===== src/rtl/seven_seg_scan_driver.sv =====
// rtl/seven_seg_scan_driver.sv - 4-digit multiplexed common-anode seven-segment driver
// Scans a once-per-frame snapshot of a packed BCD count with leading-zero blanking.
module seven_seg_scan_driver #(
  parameter int REFRESH_DIV = 50000,
  parameter bit BLANK_LZ    = 1'b1
) (
  input  logic        clk,
  input  logic        grst,
  input  logic        enable,
  input  logic [15:0] bcd,
  input  logic [3:0]  dp_in,
  output logic [3:0]  an,
  output logic [6:0]  seg,
  output logic        dp,
  output logic        frame_done,
  output logic        digit_err
);

  localparam int DW = (REFRESH_DIV > 1) ? $clog2(REFRESH_DIV) : 1;
  localparam logic [DW-1:0] DIV_LAST = DW'(REFRESH_DIV - 1);

  logic [DW-1:0] div_cnt_q, div_cnt_d;
  logic [1:0]    sel_q, sel_d;
  logic [15:0]   shadow_q, shadow_d;
  logic [3:0]    dp_shadow_q, dp_shadow_d;
  logic [3:0]    an_q, an_d;
  logic [6:0]    seg_q, seg_d;
  logic          dp_q, dp_d;
  logic          frame_done_q, frame_done_d;
  logic          digit_err_q, digit_err_d;

  logic          tick;
  logic          snap;
  logic          show;
  logic [15:0]   upper;
  logic [3:0]    nib;

  function automatic logic [6:0] seg_lut(input logic [3:0] n);
    case (n)
      4'd0:    seg_lut = 7'h40;
      4'd1:    seg_lut = 7'h79;
      4'd2:    seg_lut = 7'h24;
      4'd3:    seg_lut = 7'h30;
      4'd4:    seg_lut = 7'h19;
      4'd5:    seg_lut = 7'h12;
      4'd6:    seg_lut = 7'h02;
      4'd7:    seg_lut = 7'h78;
      4'd8:    seg_lut = 7'h00;
      4'd9:    seg_lut = 7'h10;
      default: seg_lut = 7'h3F;
    endcase
  endfunction

  function automatic logic any_bad(input logic [15:0] v);
    any_bad = 1'b0;
    for (int i = 0; i < 4; i++) begin
      if (v[4*i +: 4] > 4'd9) any_bad = 1'b1;
    end
  endfunction

  always_comb begin
    tick         = enable && (div_cnt_q == DIV_LAST);
    snap         = enable && (sel_q == 2'd0) && (div_cnt_q == '0);
    div_cnt_d    = div_cnt_q;
    if (enable) div_cnt_d = tick ? '0 : div_cnt_q + 1'b1;
    sel_d        = tick ? sel_q + 2'd1 : sel_q;
    frame_done_d = tick && (sel_q == 2'd3);
    shadow_d     = snap ? bcd : shadow_q;
    dp_shadow_d  = snap ? dp_in : dp_shadow_q;
    digit_err_d  = snap ? any_bad(bcd) : digit_err_q;

    // Shifting the current nibble to the bottom leaves it plus all higher nibbles,
    // so a zero result means "this digit and everything left of it is zero".
    upper = shadow_q >> {sel_q, 2'b00};
    nib   = upper[3:0];
    show  = enable && !(BLANK_LZ && (sel_q != 2'd0) && (upper == 16'h0000));

    an_d  = show ? ~(4'b0001 << sel_q) : 4'b1111;
    seg_d = show ? seg_lut(nib) : 7'h7F;
    dp_d  = show ? ~dp_shadow_q[sel_q] : 1'b1;
  end

  always_ff @(posedge clk) begin
    if (!grst) begin
      div_cnt_q    <= '0;
      sel_q        <= 2'd0;
      shadow_q     <= 16'h0000;
      dp_shadow_q  <= 4'h0;
      an_q         <= 4'b1111;
      seg_q        <= 7'h7F;
      dp_q         <= 1'b1;
      frame_done_q <= 1'b0;
      digit_err_q  <= 1'b0;
    end else begin
      div_cnt_q    <= div_cnt_d;
      sel_q        <= sel_d;
      shadow_q     <= shadow_d;
      dp_shadow_q  <= dp_shadow_d;
      an_q         <= an_d;
      seg_q        <= seg_d;
      dp_q         <= dp_d;
      frame_done_q <= frame_done_d;
      digit_err_q  <= digit_err_d;
    end
  end

  assign an         = an_q;
  assign seg        = seg_q;
  assign dp         = dp_q;
  assign frame_done = frame_done_q;
  assign digit_err  = digit_err_q;

endmodule


===== config.mk =====
export PLATFORM = sky130hd
export DESIGN_NAME = seven_seg_scan_driver
export DESIGN_NICKNAME = d
export VERILOG_FILES = /design/src/rtl/seven_seg_scan_driver.sv
export SDC_FILE = /design/constraint.sdc
export NUM_CORES = 1
export LEC_CHECK = 0
export ABC_AREA = 0
export BUFFER_PORTS_ARGS = -buffer_cell sky130_fd_sc_hd__buf_2
export CAP_MARGIN = 0
export CELL_PAD_IN_SITES_DETAIL_PLACEMENT = 1
export CELL_PAD_IN_SITES_GLOBAL_PLACEMENT = 1
export CORE_ASPECT_RATIO = 1.1
export CORE_MARGIN = 1.5
export CORE_UTILIZATION = 46
export CTS_BUF_LIST = sky130_fd_sc_hd__clkbuf_8 sky130_fd_sc_hd__clkbuf_16
export DETAILED_ROUTE_END_ITERATION = 10
export GPL_TIMING_DRIVEN = 0
export PLACE_DENSITY_LB_ADDON = 0.1
export RECOVER_POWER = 100
export SYNTH_ARGS = -nofsm -noshare
export SYNTH_HDL_FRONTEND = slang
export SYNTH_SLANG_ARGS = --single-unit

===== constraint.sdc =====
create_clock -name clk -period 3.1 [get_ports clk]
set_input_delay 0.155 -clock clk [delete_from_list [all_inputs] [get_ports clk]]
set_output_delay 0.155 -clock clk [all_outputs]
set_load 0.02 [all_outputs]

Word-level counts from Yosys, hierarchy flattened. Memory sizes are Yosys's and may differ from the RTL's. A register that Yosys moved wholly into a read port is not among the register bits. Index checks and enable logic that the tools add are counted.

Add/subtract/negate cells: 2. Order comparisons: 5. Equality and inequality tests: 2. Shift-type cells: 2. Multiplexer cells: 7. Bitwise operators: 2. Reduce and logical (&&, ||, !) cells: 13.

Operators by type and width (number): $logic_not 16->1 (2); $add 16x1->16 const B (1); $eq 16x16->1 const B (1); $gt 4x4->1 const B (4); $mux 16 (1); $shr 16x4->16 (1); $logic_and 1x1->1 (6); $mux 1 (5); $not 4->4 (1); $shl 1x2->4 const A (1); $lt 2x3->1 const B (1); $add 2x1->2 const B (1); $bmux 1 s2 (1); $eq 2x2->1 const B (1); $logic_not 1->1 (2); $logic_not 2->1 (1); $reduce_and 2->1 (1); $reduce_bool 2->1 (1); $not 1->1 (1).

Register bits: 45. Bits in read-only memories: 112. Output and inout bits: 14. Word-level logic and storage cells: 42. Memories: 1.

Memories: (name not given) (words 16, width 7, rd ports 1, clocked after memory_dff 1, wr ports 0, RTL line 39) `case (n)`.

Longest topological paths before layout. Gate-level depths: netlist of the first run.

Word-level depth: 7. Mapped depth: 8. Mapped depth without buffers: 7.

Worst setup path after synthesis of the first run. OpenSTA, ideal clock, no wires.

Path type: register -> register. Start: register sel_q[0]. End: register an_q[1], in the netlist an[1]. Setup time: 0.064 ns. Arrival time: 2.006 ns. Required time: 3.036 ns. Slack: 1.031 ns. Stages on the path, launching flop included: 9. Clock period less this slack: 2.069 ns. Cells stage by stage: dfxtp_1 buf_2 mux4_2 inv_1 ha_1 nor4b_1 o21ai_0 clkbuf_1 nand3_1.

Word-level cells in the longest chain between the ends: 6. Elaborated cells between the ends (all ways): 9.

Ends and longest elaborated chain: start, declared (RTL line 23) `logic [1:0] sel_q, sel_d;`; start signal, assigned (RTL line 96) `sel_q <= sel_d;`; $shr 16x4->16 (RTL line 74) `upper = shadow_q >> {sel_q, 2'b00};`; $logic_not 16->1 (RTL line 76) `show = enable && !(BLANK_LZ && (sel_q != 2'd0) && (upper == 16'h0000));`; $logic_and 1x1->1 (RTL line 76); $logic_not 1->1 (RTL line 76); $logic_and 1x1->1 (RTL line 76); $reduce_and 2->1 (no line); end signal, assigned (RTL line 99) `an_q <= an_d;`; end, declared (RTL line 26) `logic [3:0] an_q, an_d;`.

Parallel ways exist; a longest one is shown, timed or not. A chain may end at the register's enable or synchronous reset.

Worst setup path in the final report of the first run.
Start: register div_cnt_q[11]. End: register div_cnt_q[6].

Word-level cells in the longest chain between the ends: 3.

Ends and longest elaborated chain: start, declared (RTL line 22) `logic [DW-1:0] div_cnt_q, div_cnt_d;`; start signal, assigned (RTL line 95) `div_cnt_q <= div_cnt_d;`; $eq 16x16->1 (RTL line 62) `tick = enable && (div_cnt_q == DIV_LAST);`; $logic_and 1x1->1 (RTL line 62); $mux 16 (RTL line 65) `if (enable) div_cnt_d = tick ? '0 : div_cnt_q + 1'b1;`.

No other way between the ends.

==> impl_results.md, run 1 <==
- Initial antenna violation count: 0
- Max FO, Critical Path: 10
- Port Buffers: 36
- WHS: 0.0935 ns
- CTS tree: built
- Placed cell count: 385
- R2R setup slack: 0.41 ns
- Reg2Reg Depth: 6
- CP Data Arrival Time: 2.89 ns
- Drt wl/cell: 16.0 µm
- Min-Delay Path Depth: 3
- Full die area: 5830 µm²
- Commonest non-fill, non-tap cell in the layout: dfxtp_1
- Final slew viol count: 0
- Setup crit start kind: flip-flop
- Worst slew pin tran: 0.715 ns
- Leakage power: 1.01 nW
- Clock Path Buffers: 2
- CTS clk-pin slew, worst paths: 0.09 ns
- Reg-to-Reg End: div_cnt_q[6]
- Fin cells: 392
- Worst slack, placed: 0.583 ns
- Sequential-to-total area share from yosys stat: 0.421
- Register area: 1040 µm²
- Worst Hold End: shadow_q[12]
- CTS resizes: 0
- Part of the cycle the worst path needs: 0.868
- CP Cell Sequence: or4_1 > or4_1 > buf_6 > o31ai_1 > clkbuf_2 > nor2_1
- Max Freq: 0.372 GHz
- Ratio of cells with drive above 1 in the final layout: 0.128
- Total negative setup slack: 0 ns
- CTS root buffer: clkbuf_8
- Period minus WS final: 2.69 ns
- # DRC: 0
- Setup ws final: 0.409 ns
- Status: complete, no violations
- Pin count of the biggest net entering global routing: 16
- Layout Nets: 354
- Endpoints failing setup: 0
- Peak supply drop: 0.000196 V
- First-pass GRT wire length: 10.5 mm
- Vias in the first global route: 2194
- Die height: 79.9 µm
- Post-synthesis register bit count: 52
- Drt pass-1 iters: 4
- Pwr Density: 447 nW/µm²
- Crit path max-delay cell type: o31ai_1
- Total CTS buffers: 5
- Hold Vio Cnt, Final: 0
- Core area: 5100 µm²
- Overflow after GRT: 0
- CP required: 3.30 ns
- IO Count: 37
- RSZ-0062 raised after global routing: false
- Clock Latency Late Sink: 0.31 ns
- Worst R2R Start: div_cnt_q[11]
- CP peak stage delay: 0.62 ns
- Area Overhead vs Synth: 12.6%
- Vias: 2222
- Crit end category: flip-flop
- Hpwl dp: 4.73 mm
- Commonest non-fill, non-tap cells in the layout: dfxtp_1, nand3_1, clkbuf_1
- EDFF count, synth: 0
- Clk_skew: 0.00672 ns
- Vias per cell: 5.67
- Post-Syn Area: 2470 µm²
- Min-delay worst type: in -> reg
- Post-synthesis async set-or-reset flop share: 0
- Drt initial violations: 70
- Area of the multi-input gates: 1280 µm²
- Avg Inst Size Synth: 8.93 µm²
- H-tree Lvls: 2
- Tot GR Track Use: 0.235
- Hold wc startpoint: bcd[12]
- Rows: 27
- Hold Buf Count CTS: 0
- Gp weighted congestion: 0.779
- DRT antenna net count: 0
- Die Width: 72.9 µm
- Unique masters post-synth: 35
- Kind of critical path: reg -> reg
- Synth Flop Type: dfxtp_1
- Max-Cap Viols: 0
- Post-CTS Repair Setup Buffers: 0
- CTS Sinks: 52
- Top cell by count, worst path: or4_1
- Synth warn: 0
- Fill cells: 649
- Final wirelength: 6.29 mm
- Starting Density: 0.485
- Net Count, Synth: 311
- Worst slew margin: 0.519
- Synth Instances: 277
- # diodes: 0
## flip-flops by register name (all words and copies together) (netlist names)
name,count
div_cnt_q,16
shadow_q,16
seg,7
an,4
dp_shadow_q,4
sel_q,2
digit_err,1
dp,1
frame_done,1
## through the flow
stage / utilization / power [mW] / instance area (µm²)
2_1_floorplan: - / 0.829 / 2470
3_3_place_gp: 0.538 / 0.881 / 2750
6_report: 0.546 / 1.25 / 2790
4_1_cts: 0.554 / 1.26 / 2830
3_5_place_dp: 0.538 / 0.891 / 2750
5_1_grt: 0.546 / 1.31 / 2790
## area by class of cell
class / count / area share
buffer: 20 / 0.0305
clock buffer: 5 / 0.0247
clock inverter: 2 / 0.00449
inverter: 11 / 0.0148
multi-input combinational: 194 / 0.461
sequential: 52 / 0.374
tap: 72 / 0.0323
timing repair buffer: 36 / 0.0584
## critical path: cells and delay by family, from the launching register on
kind	cells	cell delay, ns
AO/OA/AOI/OAI	1	0.62
buffers and inverters	2	0.51
flip-flops	1	0.37
AND/OR/NAND/NOR	3	1.08
## worst max path at each step
stage	depth (start not counted)	end	slack, ns	startpoint
floorplan	8	an[1]	1.03	sel_q[0]
global route	6	div_cnt_q[7]	0.21	div_cnt_q[11]
global placement	8	an[3]	0.63	sel_q[0]
CTS	8	seg[3]	0.55	sel_q[0]
finish	6	div_cnt_q[6]	0.41	div_cnt_q[11]
detailed placement	8	seg[3]	0.58	sel_q[0]
## where the power goes
group          switching, mW  internal (mW)
combinational         0.0958         0.0644
clock                  0.220          0.153
sequential            0.0167          0.696
total                  0.333          0.914
## synthesized netlist by cell type, drive strengths merged, types with 5 or more instances
cell    count  area (µm²)
nand3      36         180
ha         11         138
xor2        9        78.8
mux4        5         113
or4         8        67.6
a21oi      30         150
nand4       8        50.1
dfxtp      52        1040
o21ai      27         135
clkbuf     16        60.1
inv        11        41.3
nor2       14        52.6
## kinds of logic (layout without fill, tap and decap cells)
| group | after synthesis | after routing | share of synthesized area |
|---|---|---|---|
| fa+ha+maj | 11 | 11 | 0.0556 |
| flops | 52 | 52 | 0.421 |
| simple gates | 94 | 94 | 0.213 |
| xor+xnor | 11 | 11 | 0.0389 |
| compound gates | 69 | 69 | 0.157 |
| buf+inv | 31 | 74 | 0.0516 |
| mux | 9 | 9 | 0.0627 |
## routing by layer
metal / vias up / track usage / wire length, µm
li1: 1089 / - / -
met1: 1077 / 0.300 / 2760
met2: 45 / 0.401 / 3150
met3: 11 / 0.0379 / 255
met4: 0 / 0.0774 / 114
met5: - / 0 / 0
(Power assumes the default switching activity.)
==> run 2, diff against run 1 <==
--- a/config.mk
+++ b/config.mk
@@ -5,14 +5,13 @@
 export SDC_FILE = /design/constraint.sdc
 export NUM_CORES = 1
 export LEC_CHECK = 0
-export ABC_AREA = 0
+export ABC_AREA = 1
 export BUFFER_PORTS_ARGS = -buffer_cell sky130_fd_sc_hd__buf_2
 export CAP_MARGIN = 0
 export CELL_PAD_IN_SITES_DETAIL_PLACEMENT = 1
 export CELL_PAD_IN_SITES_GLOBAL_PLACEMENT = 1
-export CORE_ASPECT_RATIO = 1.1
 export CORE_MARGIN = 1.5
-export CORE_UTILIZATION = 46
+export CORE_UTILIZATION = 44
 export CTS_BUF_LIST = sky130_fd_sc_hd__clkbuf_8 sky130_fd_sc_hd__clkbuf_16
 export DETAILED_ROUTE_END_ITERATION = 10
 export GPL_TIMING_DRIVEN = 0
==> impl_results.md, run 2 <==
- Ranking of synthesized cells by area: dfxtp_1, nand2_1, nor2_1, nand3b_1, nand3_1
- Rows: 28
- Max-Cap Viols: 0
- Port Buffers: 35
- Net Count, Synth: 443
- Leakage power: 1.45 nW
- Clock power share: 0.319
- Clock Path Buffers: 2
- Hpwl dp: 5.52 mm
- Fin cells: 527
- Final slew viol count: 0
- Setup ws final: 0.595 ns
- Post-CTS Repair Setup Buffers: 0
- Peak supply drop: 0.000259 V
- Synth Flop Type: dfxtp_1
- Pwr Density: 464 nW/µm²
- Sequential-to-total area share from yosys stat: 0.370
- CTS Sinks: 52
- IO Count: 37
- Total CTS buffers: 5
- Max FO, Critical Path: 10
- Unique masters post-synth: 33
- H-tree Lvls: 2
- EDFF count, synth: 0
- Overflow after GRT: 0
- Die Width: 83.0 µm
- First-pass GRT wire length: 12.1 mm
- Psw: 0.412 mW
- Hold Vio Cnt, Final: 0
- Period minus WS final: 2.50 ns
- R2R setup slack: 0.60 ns
- Placed cell count: 519
- Core area: 6060 µm²
- P_int: 1.05 mW
- DP Area: 3080 µm²
- Synth warn: 0
- Total power: 1.46 mW
- Worst slack, placed: 0.923 ns
- Hold Buf Count CTS: 0
- Drt pass-1 iters: 4
- Post-Syn Area: 2810 µm²
- Gp weighted congestion: 0.810
- Post-synthesis register bit count: 52
- Vias in the first global route: 2660
- Layout Nets: 485
- Post-route design area: 3150 µm²
- Full die area: 6880 µm²
- Vias per cell: 5.06
- # DRC: 0
- Area Overhead vs Synth: 11.9%
- CP required: 3.28 ns
- Commonest non-fill, non-tap cell in the layout: nand2_1
- Simple-gate share of the synthesized area: 0.411
- Commonest non-fill, non-tap cells in the layout: nand2_1, nor2_1, dfxtp_1
- Post-Synth Adder-Cell Area: 0.0489
- Tot GR Track Use: 0.208
- Sw Share: 0.282
- # diodes: 0
- Post-synth top area share: 0.370
- Max Freq: 0.399 GHz
- Endpoints failing setup: 0
- Crit end category: flip-flop
- Synth Area in XOR/XNOR: 0.00934
- Finished Core Util: 0.519
- Post-synthesis async set-or-reset flop share: 0
- Register area: 1040 µm²
- Kind of critical path: reg -> reg
- Drt initial violations: 70
- CTS tree: built
- Largest family of logic cells by synthesized area: simple AND/OR/NAND/NOR gates
- Worst slew margin: 0.374
- Top-count cell post-synth: nand2_1
- Starting Density: 0.464
- Clock Latency Late Sink: 0.31 ns
- Area of the multi-input gates: 1490 µm²
- Worst slew pin tran: 0.932 ns
- Status: complete, no violations
- Synth Instances: 409
- Final wirelength: 6.90 mm
- Comb pwr share: 0.178
- Synth top cells by count: nand2_1, nor2_1, dfxtp_1
- Clk_skew: 0.00609 ns
- Pin count of the biggest net entering global routing: 17
- Post-synthesis mux area share: 0
- Drt wl/cell: 13.1 µm
- DRT antenna net count: 0
- Synth Area in Compound Gates: 0.0698
- Part of the cycle the worst path needs: 0.808
- Vias: 2665
- Ratio of cells with drive above 1 in the final layout: 0.115
- Setup crit start kind: flip-flop
- Avg Inst Size Synth: 6.88 µm²
- Die height: 83.0 µm
- Initial antenna violation count: 0
- WHS: 0.153 ns
- RSZ-0062 raised after global routing: false
- CTS resizes: 0
- CTS clk-pin slew, worst paths: 0.09 ns
- Seq pwr share: 0.503
- Total negative setup slack: 0 ns
- Min-delay worst type: in -> reg
- CP Data Arrival Time: 2.68 ns
- CTS root buffer: clkbuf_8
- Fill cells: 847
- Cell taking the most area after synthesis: dfxtp_1
-- run 2: cells by family (layout without fill, tap and decap cells) --
kind of cell | count (synthesis) | after routing
AO/OA/AOI/OAI | 37 | 37
flip-flops | 52 | 52
XOR/XNOR | 3 | 3
AND/OR/NAND/NOR | 256 | 256
buffers and inverters | 50 | 93
adder cells (fa/ha/maj) | 11 | 11
-- run 2: worst max-delay path: stages, from the launching register on --
cell and delay (ns):
dfxtp_1 0.56, inv_1 0.26, nand3_1 0.18, nand2_1 0.18
ha_1 0.25, inv_1 0.07, nor2_1 0.04, nand3_1 0.06
nor2_1 0.05, a21oi_1 0.27, clkbuf_1 0.35, nand2_1 0.11
-- run 2: layout make-up --
| cell class | instances | area share |
|---|---|---|
| Sequential cell | 52 | 0.331 |
| Timing Repair Buffer | 35 | 0.0501 |
| Buffer | 16 | 0.0390 |
| Clock buffer | 5 | 0.0219 |
| Multi-Input combinational cell | 307 | 0.474 |
| Tap cell | 75 | 0.0298 |
| Inverter | 34 | 0.0406 |
| Clock inverter | 3 | 0.0135 |
-- run 2: worst paths after layout --
| path | start | endpoint | depth (start not counted) |
|---|---|---|---|
| worst max-delay path | sel_q[1] | an[2] | 11 |
| worst min-delay path | bcd[8] | shadow_q[8] | 4 |
| worst max register to register | sel_q[1] | an[2] | 11 |
| worst min register to register | shadow_q[1] | shadow_q[1] | 2 |
-- run 2: metal layers --
metal / part of all wire / track usage / vias up / wire length, µm
li1: - / - / 1383 / -
met1: 0.47 / 0.251 / 1226 / 3220
met2: 0.49 / 0.378 / 46 / 3350
met3: 0.033 / 0.0358 / 10 / 227
met4: 0.014 / 0.0576 / 0 / 97
met5: 0 / 0 / - / 0
-- run 2: power by group through the flow --
stage / Sequential (mW) / Combinational, mW / Clock, mW
after floorplan: 0.756 / 0.186 / 0
after global placement: 0.749 / 0.260 / 0
after detailed placement: 0.750 / 0.270 / 0
after CTS: 0.735 / 0.271 / 0.481
after global routing: 0.740 / 0.302 / 0.505
final: 0.735 / 0.260 / 0.466
